File: config.mk
export PLATFORM = sky130hd
export DESIGN_NAME = product_accumulator_flat
export DESIGN_NICKNAME = d
export VERILOG_FILES = /design/src/rtl/product_accumulator_if.sv /design/src/rtl/product_accumulator.sv /design/src/flat_wrapper.sv
export SDC_FILE = /design/constraint.sdc
export NUM_CORES = 1
export LEC_CHECK = 0
export BUFFER_PORTS_ARGS = -buffer_cell sky130_fd_sc_hd__buf_4
export CAP_MARGIN = 20
export CORE_MARGIN = 4
export CORE_UTILIZATION = 50
export CTS_BUF_LIST = sky130_fd_sc_hd__clkbuf_4
export CTS_CLUSTER_DIAMETER = 100
export DETAILED_ROUTE_END_ITERATION = 8
export HOLD_SLACK_MARGIN = 0.03
export PLACE_DENSITY = 0.77
export SETUP_SLACK_MARGIN = 0.3
export SKIP_LAST_GASP = 1
export SLEW_MARGIN = 20
export SYNTH_ARGS = -nofsm -noshare
export SYNTH_HDL_FRONTEND = slang
export SYNTH_SLANG_ARGS = --single-unit
File: constraint.sdc
create_clock -name clock -period 5.28 [get_ports clock]
set_input_delay 0.264 -clock clock [delete_from_list [all_inputs] [get_ports clock]]
set_output_delay 0.264 -clock clock [all_outputs]
set_load 0.02 [all_outputs]
File: src/rtl/product_accumulator_if.sv
// Handshake bundle between the multiplier product stream, the frame accumulator
// and the sum consumer.
interface product_accumulator_if #(
   parameter int ACC_WIDTH = 8
);
   logic                 clear;
   logic [4:0]           product_in;
   logic                 product_valid;
   logic                 product_ready;
   logic [ACC_WIDTH-1:0] sum_out;
   logic                 sum_valid;
   logic                 sum_ready;
   logic                 overflow;
   logic [7:0]           beat_count;

   modport master (
      output clear, product_in, product_valid, sum_ready,
      input  product_ready, sum_out, sum_valid, overflow, beat_count
   );

   modport slave (
      input  clear, product_in, product_valid, sum_ready,
      output product_ready, sum_out, sum_valid, overflow, beat_count
   );
endinterface

File: src/rtl/product_accumulator.sv
// Sums frames of COUNT unsigned 5-bit products and hands each frame sum
// downstream over a valid/ready handshake.
//
// state      | meaning
// -----------+-----------------------------------------------------------
// ACCUMULATE | accepting products, building the frame sum
// HOLD       | frame sum presented, waiting for sum_ready (or clear)
module product_accumulator #(
   parameter int COUNT     = 4,
   parameter int ACC_WIDTH = 8
) (
   input  logic                    clock,
   input  logic                    reset_n,
   product_accumulator_if.slave    bus
);

   typedef enum logic {
      ACCUMULATE = 1'b0,
      HOLD       = 1'b1
   } state_t;

   state_t               state_q;
   state_t               state_d;
   logic [ACC_WIDTH-1:0] acc_q;
   logic [ACC_WIDTH-1:0] sum_q;
   logic                 ovf_q;
   logic [7:0]           beat_q;

   logic                 product_ready;
   logic                 sum_valid;
   logic                 beat;
   logic                 last_beat;
   logic                 handoff;
   logic [ACC_WIDTH:0]   acc_ext;

   // One extra bit on the adder captures the carry-out for the sticky overflow.
   assign acc_ext   = {1'b0, acc_q} + {{(ACC_WIDTH-4){1'b0}}, bus.product_in};
   assign beat      = bus.product_valid & product_ready;
   assign last_beat = (beat_q == 8'(COUNT - 1));
   assign handoff   = (state_q == HOLD) & (bus.clear | bus.sum_ready);

   always_ff @(posedge clock or negedge reset_n) begin
      if (!reset_n) begin
         state_q <= ACCUMULATE;
      end else begin
         state_q <= state_d;
      end
   end

   always_comb begin
      state_d = state_q;
      case (state_q)
         ACCUMULATE: if (beat && last_beat) state_d = HOLD;
         HOLD:       if (handoff)           state_d = ACCUMULATE;
         default:                           state_d = ACCUMULATE;
      endcase
   end

   always_comb begin
      product_ready = 1'b0;
      sum_valid     = 1'b0;
      case (state_q)
         ACCUMULATE: product_ready = !bus.clear;
         HOLD:       sum_valid     = 1'b1;
         default: ;
      endcase
   end

   // sum_q is deliberately not cleared on clear/handoff: it keeps the last sum.
   always_ff @(posedge clock or negedge reset_n) begin
      if (!reset_n) begin
         acc_q  <= '0;
         sum_q  <= '0;
         ovf_q  <= 1'b0;
         beat_q <= 8'd0;
      end else if (bus.clear || handoff) begin
         acc_q  <= '0;
         ovf_q  <= 1'b0;
         beat_q <= 8'd0;
      end else if (beat) begin
         acc_q  <= acc_ext[ACC_WIDTH-1:0];
         ovf_q  <= ovf_q | acc_ext[ACC_WIDTH];
         beat_q <= beat_q + 8'd1;
         if (last_beat) begin
            sum_q <= acc_ext[ACC_WIDTH-1:0];
         end
      end
   end

   assign bus.product_ready = product_ready;
   assign bus.sum_valid     = sum_valid;
   assign bus.sum_out       = sum_q;
   assign bus.overflow      = ovf_q;
   assign bus.beat_count    = beat_q;

endmodule

File: src/flat_wrapper.sv
// flat-port wrapper written by rule: the top's interface ports become plain ports
module product_accumulator_flat 
#(
   parameter int COUNT     = 4,
   parameter int ACC_WIDTH = 8
)
  (clock, reset_n, bus_clear, bus_product_in, bus_product_valid, bus_sum_ready, bus_product_ready, bus_sum_out, bus_sum_valid, bus_overflow, bus_beat_count);
  product_accumulator_if #(.ACC_WIDTH(ACC_WIDTH)) bus_i ();
  input  logic clock;
  input  logic reset_n;
  input wire logic [$bits(bus_i.clear)-1:0] bus_clear;
  input wire logic [$bits(bus_i.product_in)-1:0] bus_product_in;
  input wire logic [$bits(bus_i.product_valid)-1:0] bus_product_valid;
  input wire logic [$bits(bus_i.sum_ready)-1:0] bus_sum_ready;
  output wire logic [$bits(bus_i.product_ready)-1:0] bus_product_ready;
  output wire logic [$bits(bus_i.sum_out)-1:0] bus_sum_out;
  output wire logic [$bits(bus_i.sum_valid)-1:0] bus_sum_valid;
  output wire logic [$bits(bus_i.overflow)-1:0] bus_overflow;
  output wire logic [$bits(bus_i.beat_count)-1:0] bus_beat_count;
  assign bus_i.clear = bus_clear;
  assign bus_i.product_in = bus_product_in;
  assign bus_i.product_valid = bus_product_valid;
  assign bus_i.sum_ready = bus_sum_ready;
  assign bus_product_ready = bus_i.product_ready;
  assign bus_sum_out = bus_i.sum_out;
  assign bus_sum_valid = bus_i.sum_valid;
  assign bus_overflow = bus_i.overflow;
  assign bus_beat_count = bus_i.beat_count;
  product_accumulator #(.COUNT(COUNT), .ACC_WIDTH(ACC_WIDTH)) u_core (.clock(clock), .reset_n(reset_n), .bus(bus_i));
endmodule
After elaboration in Yosys (flattened, before gate mapping). Index checks and enable logic that the tools add are counted. Widths: inputs -> output; s select.

$add $sub $neg: 2. Equality and inequality tests: 1. Muxes and demuxes: 11. Bitwise operators: 6. Reduce and logical (&&, ||, !) cells: 5.

Operators by type and width (count): $mux 8 (4); $add 8x5->9 (1); $add 8x1->8 const B (1); $eq 8x2->1 const B (1); $mux 1 (6); $reduce_and 3->1 (1); $and 1x1->1 (2); $not 1->1 (2); $or 1x1->1 (2); $pmux 1 s2 (1); $reduce_bool 2->1 (1); $logic_and 1x1->1 (1); $logic_not 1->1 (1); $logic_or 1x1->1 (1).

Register bits after elaboration: 26. Output and inout bits: 19. Word-level logic and storage cells: 30.

Longest topological paths before layout. Gate-level depths: netlist of run 1.

Depth in word-level cells: 6. Gate-level depth with buffers: 7. Depth with buffers taken out: 7.

Least setup slack after synthesis of run 1. Ideal clock, no wire load.

Path type: reg-to-reg. Start point: register u_core.acc_q[0]. End point: register u_core.ovf_q, in the netlist u_core.bus.overflow. Setup time: 78 ps. Arrival: 1683 ps. Setup slack: 3519 ps. Cell stages (with the launch flop): 8. Buffers on the path: 0. Path through: dfrtp_1 -> ha_1 -> inv_1 -> fa_1 -> nor2b_1 -> o2111ai_1 -> a211o_1 -> a21oi_1.

Word-level cells in the longest chain between the ends: 4.

RTL lines: start, declared (RTL line product_accumulator.sv:24) `logic [ACC_WIDTH-1:0] acc_q;`; start signal, assigned (RTL line product_accumulator.sv:81) `acc_q <= acc_ext[ACC_WIDTH-1:0];`; $add 8x5->9 (RTL line product_accumulator.sv:37) `assign acc_ext = {1'b0, acc_q} + {{(ACC_WIDTH-4){1'b0}}, bus.product_in};`; $or 1x1->1 (RTL line product_accumulator.sv:82) `ovf_q <= ovf_q | acc_ext[ACC_WIDTH];`; $mux 1 (RTL line product_accumulator.sv:80) `end else if (beat) begin`; $mux 1 (RTL line product_accumulator.sv:76) `end else if (bus.clear || handoff) begin`; end signal, assigned (RTL line product_accumulator.sv:82); end, declared (RTL line product_accumulator.sv:26) `logic ovf_q;`.

Every way passes these cells. The select of a mux whose other input is x is not followed. A chain may end at the register's enable or synchronous reset.

Worst setup path in the final report of run 1.
Start point: register u_core.state_q. End point: register u_core.sum_q[7], in the netlist u_core.bus.sum_out[7].

Word-level cells in the longest chain between the ends: 4. Elaborated cells between the ends (all ways): 6.

RTL lines: start, declared (RTL line product_accumulator.sv:22) `state_t state_q;`; start signal, assigned (RTL line product_accumulator.sv:46) `state_q <= state_d;`; $and 1x1->1 (RTL line product_accumulator.sv:40) `assign handoff = (state_q == HOLD) & (bus.clear | bus.sum_ready);`; $logic_or 1x1->1 (RTL line product_accumulator.sv:76); $not 1->1 (no line); $reduce_and 3->1 (no line) *; end signal, assigned (RTL line product_accumulator.sv:85) `sum_q <= acc_ext[ACC_WIDTH-1:0];`; end, declared (RTL line product_accumulator.sv:25) `logic [ACC_WIDTH-1:0] sum_q;`.

Every way passes the cells marked *; elsewhere a longest branch is shown, timed or not.

==> metrics.txt, run 1 <==
Tightest Pin Transition=between 0.6 and 0.7 ns; Power Total=0.4936 mW; worst stage delay on the critical path=0.64 ns; number of synthesized flops with an enable pin=0; first-pass GRT wire length=around 4900 um; global-route usage over all layers=about 18%; RSZ-0062 raised after global routing=false; CP arrival=2.48 ns; DR WL/cell=around 15 um; GRT Residual Overflow=0; reg-to-reg setup timing slack=slightly above 3 ns; post-synthesis sequential area ratio=47.36%; post-route core utilization=64.41%; largest net degree at the start of global routing=27; most common cell in the netlist=dfrtp_1; port bufs=28; antenna viol nets, final=0; ys flop type=dfrtp_1; syn nets=155; maxcap violations=0; Chip Height=between 60 and 70 um; Die Footprint=0.003650 sq mm; reg-to-reg endpoint=u_core.bus.sum_out[7]$_DFFE_PN0P_; Area contributors post-synth=dfrtp_1 47%, ha_1 5.5%, nand2_1 4.4%, xor2_1 3.2%, nor2_1 3.0%; Clock Skew=between 0.0015 and 0.002 ns; CP Data Required Time=5.55 ns; hold endpoint=u_core.state_q$_DFF_PN0_; Mapped Cells=138; DR iter-0 viols=35; Final Hold Viols=0; setup violators final=0; relative slew slack=58.44%; Avg Inst Size Synth=roughly 10 sq um; power per cell area=between 300 and 400 mW/mm^2; min Tclk post-route=2.213 ns; register share of total power=50.5%; Max Clk Rate=451.9 MHz; placed cell area=around 0.0016 sq mm; Hold Path Cell Cnt=3; Int Power=0.3238 mW; H-tree depth=1; CP Cell Sequence=nor3b_4 -> nand4_1 -> or4_1 -> nand3_1; DR vias=1,144; Worst R2R Start=u_core.state_q$_DFF_PN0_; Max IR drop VDD=0.0002472 V; Worst setup SP type=flip-flop; Post-Syn Area=0.001374 sq mm; post-synth top area cell=dfrtp_1; setup TNS=0 ns; nets@finish=186; number of vias per cell=5.807; io pins=29; Reg2Reg Depth=4; Routed WL=2989 um; fin worst setup slack=3.067 ns; Syn-to-layout area delta=19.31%; Distinct cells, synth=36; Core ar.=0.002545 sq mm; Synth Register Bits=26; share of layout cells above drive strength 1=20.96%; Setup CP Type=reg2reg; Die X=~60 um; DR pass1 iterations=4; Starting Density=about 54%; leak pwr=0.8088 nW; clock share of power=16.9%; yosys warns=0; Clk Latency, worst-skew pair=0.32 ns; Worst setup EP type=flip-flop; Root Buffer=clkbuf_4; commonest cells in the netlist=26 x dfrtp_1, 16 x nand2_1, 11 x nor2_1; Final Max Tran Viols=0; clk sink count=26; Hold Startpoint=bus_sum_ready; Site Rows=18; # diodes=0; status=finished, final reports clean; crit share post-route=41.91%; Synth async-reset ratio=100.0%; Worst Hold Class=in2reg; top cell type's share of synthesized area=a little under half; Clock Tree Buf Depth=2; Setup WS pre-CTS=3.121 ns; gp weighted congestion=0.8375; logic gate share of total power=32.6%; post-route cell area=~0.0016 sq mm; Crit Path Max Fanout=12; CTS tree=built; clk slew on worst S/H paths=0.13 ns; post-CTS resize count=0; Sw Pwr=around 0.17 mW; Detailed Place HPWL=approximately 2300 um; Sw Share=34.39%; drt drc=0; vias in the first global route=1,071; CP max-delay cell=or4_1; initial antenna violation count=0; CTS Buf Count=3
==> metal layers <==
layer / part of all wire [%] / track usage [%] / up-vias
met4: 1.0 / 4.334 / 0
met3: 4.7 / 4.681 / 4
met1: 48 / 25.41 / 552
met2: 47 / 27.62 / 28
li1: - / - / 560
met5: 0 / 0 / -
==> worst max-delay path by stage <==
stage                           startpoint                                end  slack [ns]
2_1_floorplan  u_core.acc_q[0]$_DFFE_PN0P_    u_core.bus.overflow$_DFFE_PN0P_        3.52
3_3_place_gp      u_core.state_q$_DFF_PN0_  u_core.bus.sum_out[7]$_DFFE_PN0P_        3.23
3_5_place_dp      u_core.state_q$_DFF_PN0_  u_core.bus.sum_out[7]$_DFFE_PN0P_        3.12
4_1_cts           u_core.state_q$_DFF_PN0_  u_core.bus.sum_out[7]$_DFFE_PN0P_        3.09
5_1_grt           u_core.state_q$_DFF_PN0_  u_core.bus.sum_out[7]$_DFFE_PN0P_        2.93
6_report          u_core.state_q$_DFF_PN0_  u_core.bus.sum_out[7]$_DFFE_PN0P_        3.07
==> registers in the layout, indices dropped and copies added, names as in the netlist <==
register / cells
u_core.bus.overflow: 1
u_core.bus.beat_count: 8
u_core.bus.sum_out: 8
u_core.acc_q: 8
u_core.state_q: 1
==> layout make-up <==
type                            count  area (sq um)
Inverter                            7         26.28
Multi-Input combinational cell    102         681.9
Clock buffer                        3         22.52
Sequential cell                    26         650.6
Timing Repair Buffer               29         220.2
Fill cell                         214         905.9
Tap cell                           30         37.54
==> what timing repair did <==
| item | in CTS | in global routing |
|---|---|---|
| hold buffers | 1 | 0 |
| buffers inserted | 0 | 0 |
| hold endpoints to repair | 26 | 0 |
| endpoints found under the setup margin | 0 | 0 |
==> placed cells by master (no fill, tap or decap), drive strengths merged, types with 2 or more instances in the layout <==
cell type / count
a211o: 2
a21o: 5
a21oi: 5
a22o: 3
a31oi: 6
and3: 4
buf: 28
clkbuf: 3
dfrtp: 26
ha: 6
inv: 7
nand2: 16
nand3: 2
nand4: 3
nor2: 11
nor3: 2
o211ai: 2
o21a: 3
o21ai: 9
o31ai: 3
xnor2: 2
xor2: 5
==> power groups by stage <==
stage | sequential, mW | clock (mW) | combinational [mW]
6_report | 0.249 | 0.0834 | 0.161
5_1_grt | 0.255 | 0.0928 | 0.176
4_1_cts | 0.250 | 0.0873 | 0.161
3_5_place_dp | 0.253 | 0 | 0.160
3_3_place_gp | 0.253 | 0 | 0.156
2_1_floorplan | 0.274 | 0 | 0.0757
==> stage by stage <==
stage | hold slack (ns) | std cells
floorplan | -0.03159 | 138
global placement | 0.1888 | 193
detailed placement | 0.1931 | 193
CTS | 0.2393 | 197
global route | 0.2429 | 197
finish | 0.2458 | 197
==> critical path: cells and delay by family, from the launching register on <==
kind	cells	cell delay [ns]
flops	1	0.47
simple gates	4	1.68
==> cell families (layout without fill, tap and decap cells) <==
group,count (synthesis),in the layout,share of synthesized area [%]
compound gates,41,41,19.76
flops,26,26,47.36
simple gates,46,46,17.67
mux,1,1,0.8196
fa+ha+maj,7,7,6.922
xor+xnor,7,7,4.463
buf+inv,10,39,3.005
(Power assumes the default switching activity.)
==> inputs of run 2 (changes only) <==
- ABC_AREA: default -> 1
- clock period: 5.28 -> 2.2 ns (I/O delays scaled with it)
==> metrics.txt, run 2 <==
Power Total=1.348 mW (was 0.4936 mW); Clock Skew=0.001820 ns (was 0.001950 ns); top cell type's share of synthesized area=44.91% (was 47.36%); crit share post-route=77.41% (was 41.91%); Synth Register Bits=26 (unchanged); placed cell area=0.001687 sq mm (was 0.001607 sq mm); Worst setup EP type=flip-flop (unchanged); Mapped Cells=183 (was 138); Site Rows=19 (was 18); post-synth top area cell=dfrtp_1 (unchanged); Final Hold Viols=0 (unchanged); hold endpoint=u_core.state_q$_DFF_PN0_ (unchanged); CTS Buf Count=3 (unchanged); H-tree depth=1 (unchanged); Core ar.=0.002758 sq mm (was 0.002545 sq mm); Detailed Place HPWL=2532 um (was 2257 um); gp weighted congestion=0.8143 (was 0.8375); DR pass1 iterations=4 (unchanged); Routed WL=3167 um (was 2989 um); largest net degree at the start of global routing=27 (unchanged); number of synthesized flops with an enable pin=0 (unchanged); status=finished, final reports clean (unchanged); post-CTS setup buffers=0 (unchanged); share of layout cells above drive strength 1=21.03% (was 20.96%); nets@finish=233 (was 186); setup violators final=0 (unchanged); critical path's top delay family=adder cells (was simple AND/OR/NAND/NOR gates); first-pass GRT wire length=5340 um (was 4926 um); most frequent cells in the layout=56 x nand2_1, 28 x buf_4, 26 x dfrtp_1 (was 28 x buf_4, 26 x dfrtp_1, 16 x nand2_1); Setup CP Type=reg2reg (unchanged); Worst Hold Class=in2reg (unchanged); Starting Density=52.54% (was 53.98%); Final Max Tran Viols=0 (unchanged); CP arrival=1.92 ns (was 2.48 ns); post-route core utilization=62.34% (was 64.41%); most used cell, CP=nand2_1; CP Data Required Time=2.41 ns (was 5.55 ns); Die X=61.83 um (was 60.42 um); initial antenna violation count=0 (unchanged); maxcap violations=0 (unchanged); io pins=29 (unchanged); power per cell area=784.2 mW/mm^2 (was 301.1 mW/mm^2); fillers=244 (was 214); leak pwr=0.9492 nW (was 0.8088 nW); Max IR drop VDD=0.0004806 V (was 0.0002472 V); Area contributors post-synth=dfrtp_1 45%, nand2_1 15%, nand3_1 7.6%, ha_1 5.2%, inv_1 4.9% (was dfrtp_1 47%, ha_1 5.5%, nand2_1 4.4%, xor2_1 3.2%, nor2_1 3.0%); RSZ-0062 raised after global routing=false (unchanged); Worst R2R Start=u_core.acc_q[0]$_DFFE_PN0P_ (was u_core.state_q$_DFF_PN0_); port bufs=28 (unchanged); Clk Latency, worst-skew pair=0.31 ns (was 0.32 ns); relative slew slack=76.15% (was 58.44%); most common cell after layout, fill and taps aside=nand2_1 (was buf_4); Reg2Reg Depth=11 (was 4); placed insts=241 (was 193); most common cell in the netlist=nand2_1 (was dfrtp_1); post-route cell area=0.001719 sq mm (was 0.001639 sq mm); Crit Path Max Fanout=3 (was 12); Distinct cells, synth=25 (was 36); CTS tree=built (unchanged); DR WL/cell=12.93 um (was 15.17 um); # diodes=0 (unchanged); Synth async-reset ratio=100.0% (unchanged); Clock Tree Buf Depth=2 (unchanged); Syn-to-layout area delta=18.65% (was 19.31%); min Tclk post-route=1.703 ns (was 2.213 ns); number of vias per cell=5.212 (was 5.807); yosys warns=0 (unchanged); Chip Height=61.83 um (was 60.42 um); Post-Syn Area=0.001449 sq mm (was 0.001374 sq mm); GRT Residual Overflow=0 (unchanged); setup TNS=0 ns (unchanged); CP Cell Sequence=ha_1 -> inv_1 -> fa_1 -> inv_1 -> nand2_1 -> nand2_1 -> nand3_1 -> nand2_1 -> nand2_1 -> nand3_1 -> nand2_1 (was nor3b_4 -> nand4_1 -> or4_1 -> nand3_1); reg-to-reg setup timing slack=0.50 ns (was 3.07 ns); Hold Startpoint=bus_sum_ready (unchanged); vias in the first global route=1,202 (was 1,071); reg-to-reg endpoint=u_core.acc_q[6]$_DFFE_PN0P_ (was u_core.bus.sum_out[7]$_DFFE_PN0P_); multi-input logic area=703.2 sq um (was 681.9 sq um); DR vias=1,277 (was 1,144); Seq. cell area=650.6 sq um (unchanged); Tightest Pin Transition=0.3578 ns (was 0.6211 ns); Die Footprint=0.003823 sq mm (was 0.003650 sq mm); Avg Inst Size Synth=7.917 sq um (was 9.955 sq um); commonest cells in the netlist=56 x nand2_1, 26 x dfrtp_1, 22 x nand3_1, 19 x inv_1, 17 x nor2_1 (was 26 x dfrtp_1, 16 x nand2_1, 11 x nor2_1); worst stage delay on the critical path=0.40 ns (was 0.64 ns); CP max-delay cell=fa_1 (was or4_1); Root Buffer=clkbuf_4 (unchanged); Hold Path Cell Cnt=4 (was 3); clk slew on worst S/H paths=0.13 ns (about the same); clk sink count=26 (unchanged); Max Clk Rate=587.2 MHz (was 451.9 MHz); DR iter-0 viols=55 (was 35); drt drc=0 (unchanged); Final Non-Filler Cells=245 (was 197); antenna viol nets, final=0 (unchanged); syn nets=200 (was 155); worst path bufs/invs=2 (was 0); post-synthesis sequential area ratio=44.91% (was 47.36%); Worst setup SP type=flip-flop (unchanged); ys flop type=dfrtp_1 (unchanged); global-route usage over all layers=18.70% (was 17.89%)
==> run 2: worst register-to-register path: cells and delay by family, from the launching register on <==
family	cells	cell delay [ns]
adders and majority gates	2	0.59
buffers and inverters	2	0.13
DFF	1	0.39
and+or+nand+nor	7	0.49
==> run 2: kinds of logic (layout without fill, tap and decap cells) <==
| group | after synthesis | after routing | synth area share, % |
|---|---|---|---|
| AND/OR/NAND/NOR | 107 | 107 | 32.64 |
| flip-flops | 26 | 26 | 44.90 |
| buffers and inverters | 22 | 53 | 6.563 |
| AO/OA/AOI/OAI | 18 | 18 | 7.514 |
| adder cells (fa/ha/maj) | 7 | 7 | 6.563 |
| XOR/XNOR | 3 | 3 | 1.814 |
==> run 2: layout make-up <==
type                            count  area share, %
Clock buffer                        3          1.310
Sequential cell                    26          37.85
Timing Repair Buffer               29          12.81
Inverter                           21          4.876
Multi-Input combinational cell    135          40.90
Tap cell                           31          2.256
==> run 2: layer usage <==
layer	up-vias	part of all wire, %	track usage [%]
li1	651	-	-
met1	597	45	24.87
met2	27	50	32.14
met3	2	5.0	3.099
met4	0	0.41	3.939
met5	-	0	0
==> run 2: how the worst max path moves through the flow <==
stage          cells past startpoint  slack [ns]                   startpoint                           endpoint
2_1_floorplan                     11        0.71  u_core.acc_q[0]$_DFFE_PN0P_        u_core.acc_q[6]$_DFFE_PN0P_
3_3_place_gp                      10        0.58  u_core.acc_q[0]$_DFFE_PN0P_  u_core.bus.sum_out[4]$_DFFE_PN0P_
3_5_place_dp                      11        0.52  u_core.acc_q[0]$_DFFE_PN0P_        u_core.acc_q[6]$_DFFE_PN0P_
4_1_cts                           10        0.49  u_core.acc_q[0]$_DFFE_PN0P_  u_core.bus.sum_out[4]$_DFFE_PN0P_
5_1_grt                           11        0.32  u_core.acc_q[0]$_DFFE_PN0P_        u_core.acc_q[6]$_DFFE_PN0P_
6_report                          11        0.50  u_core.acc_q[0]$_DFFE_PN0P_        u_core.acc_q[6]$_DFFE_PN0P_
==> run 2: through the flow <==
stage / setup slack [ns] / hold WS, ns
floorplan: 0.7093 / -0.1856
global placement: 0.5779 / 0.03298
detailed placement: 0.5181 / 0.03981
CTS: 0.4921 / 0.05360
global route: 0.3161 / 0.08088
finish: 0.4970 / 0.05811
==> run 2: repair_timing <==
item / CTS / global route
endpoints found under the hold margin: 26 / 0
hold buffers: 1 / 0
gates resized for setup: 0 / 0
==> run 2: report_power, final <==
| group | leakage [nW] | internal [mW] | switching, mW |
|---|---|---|---|
| Clock | 0.0138 | 0.0639 | 0.133 |
| Sequential | 0.348 | 0.566 | 0.0747 |
| Combinational | 0.587 | 0.217 | 0.294 |
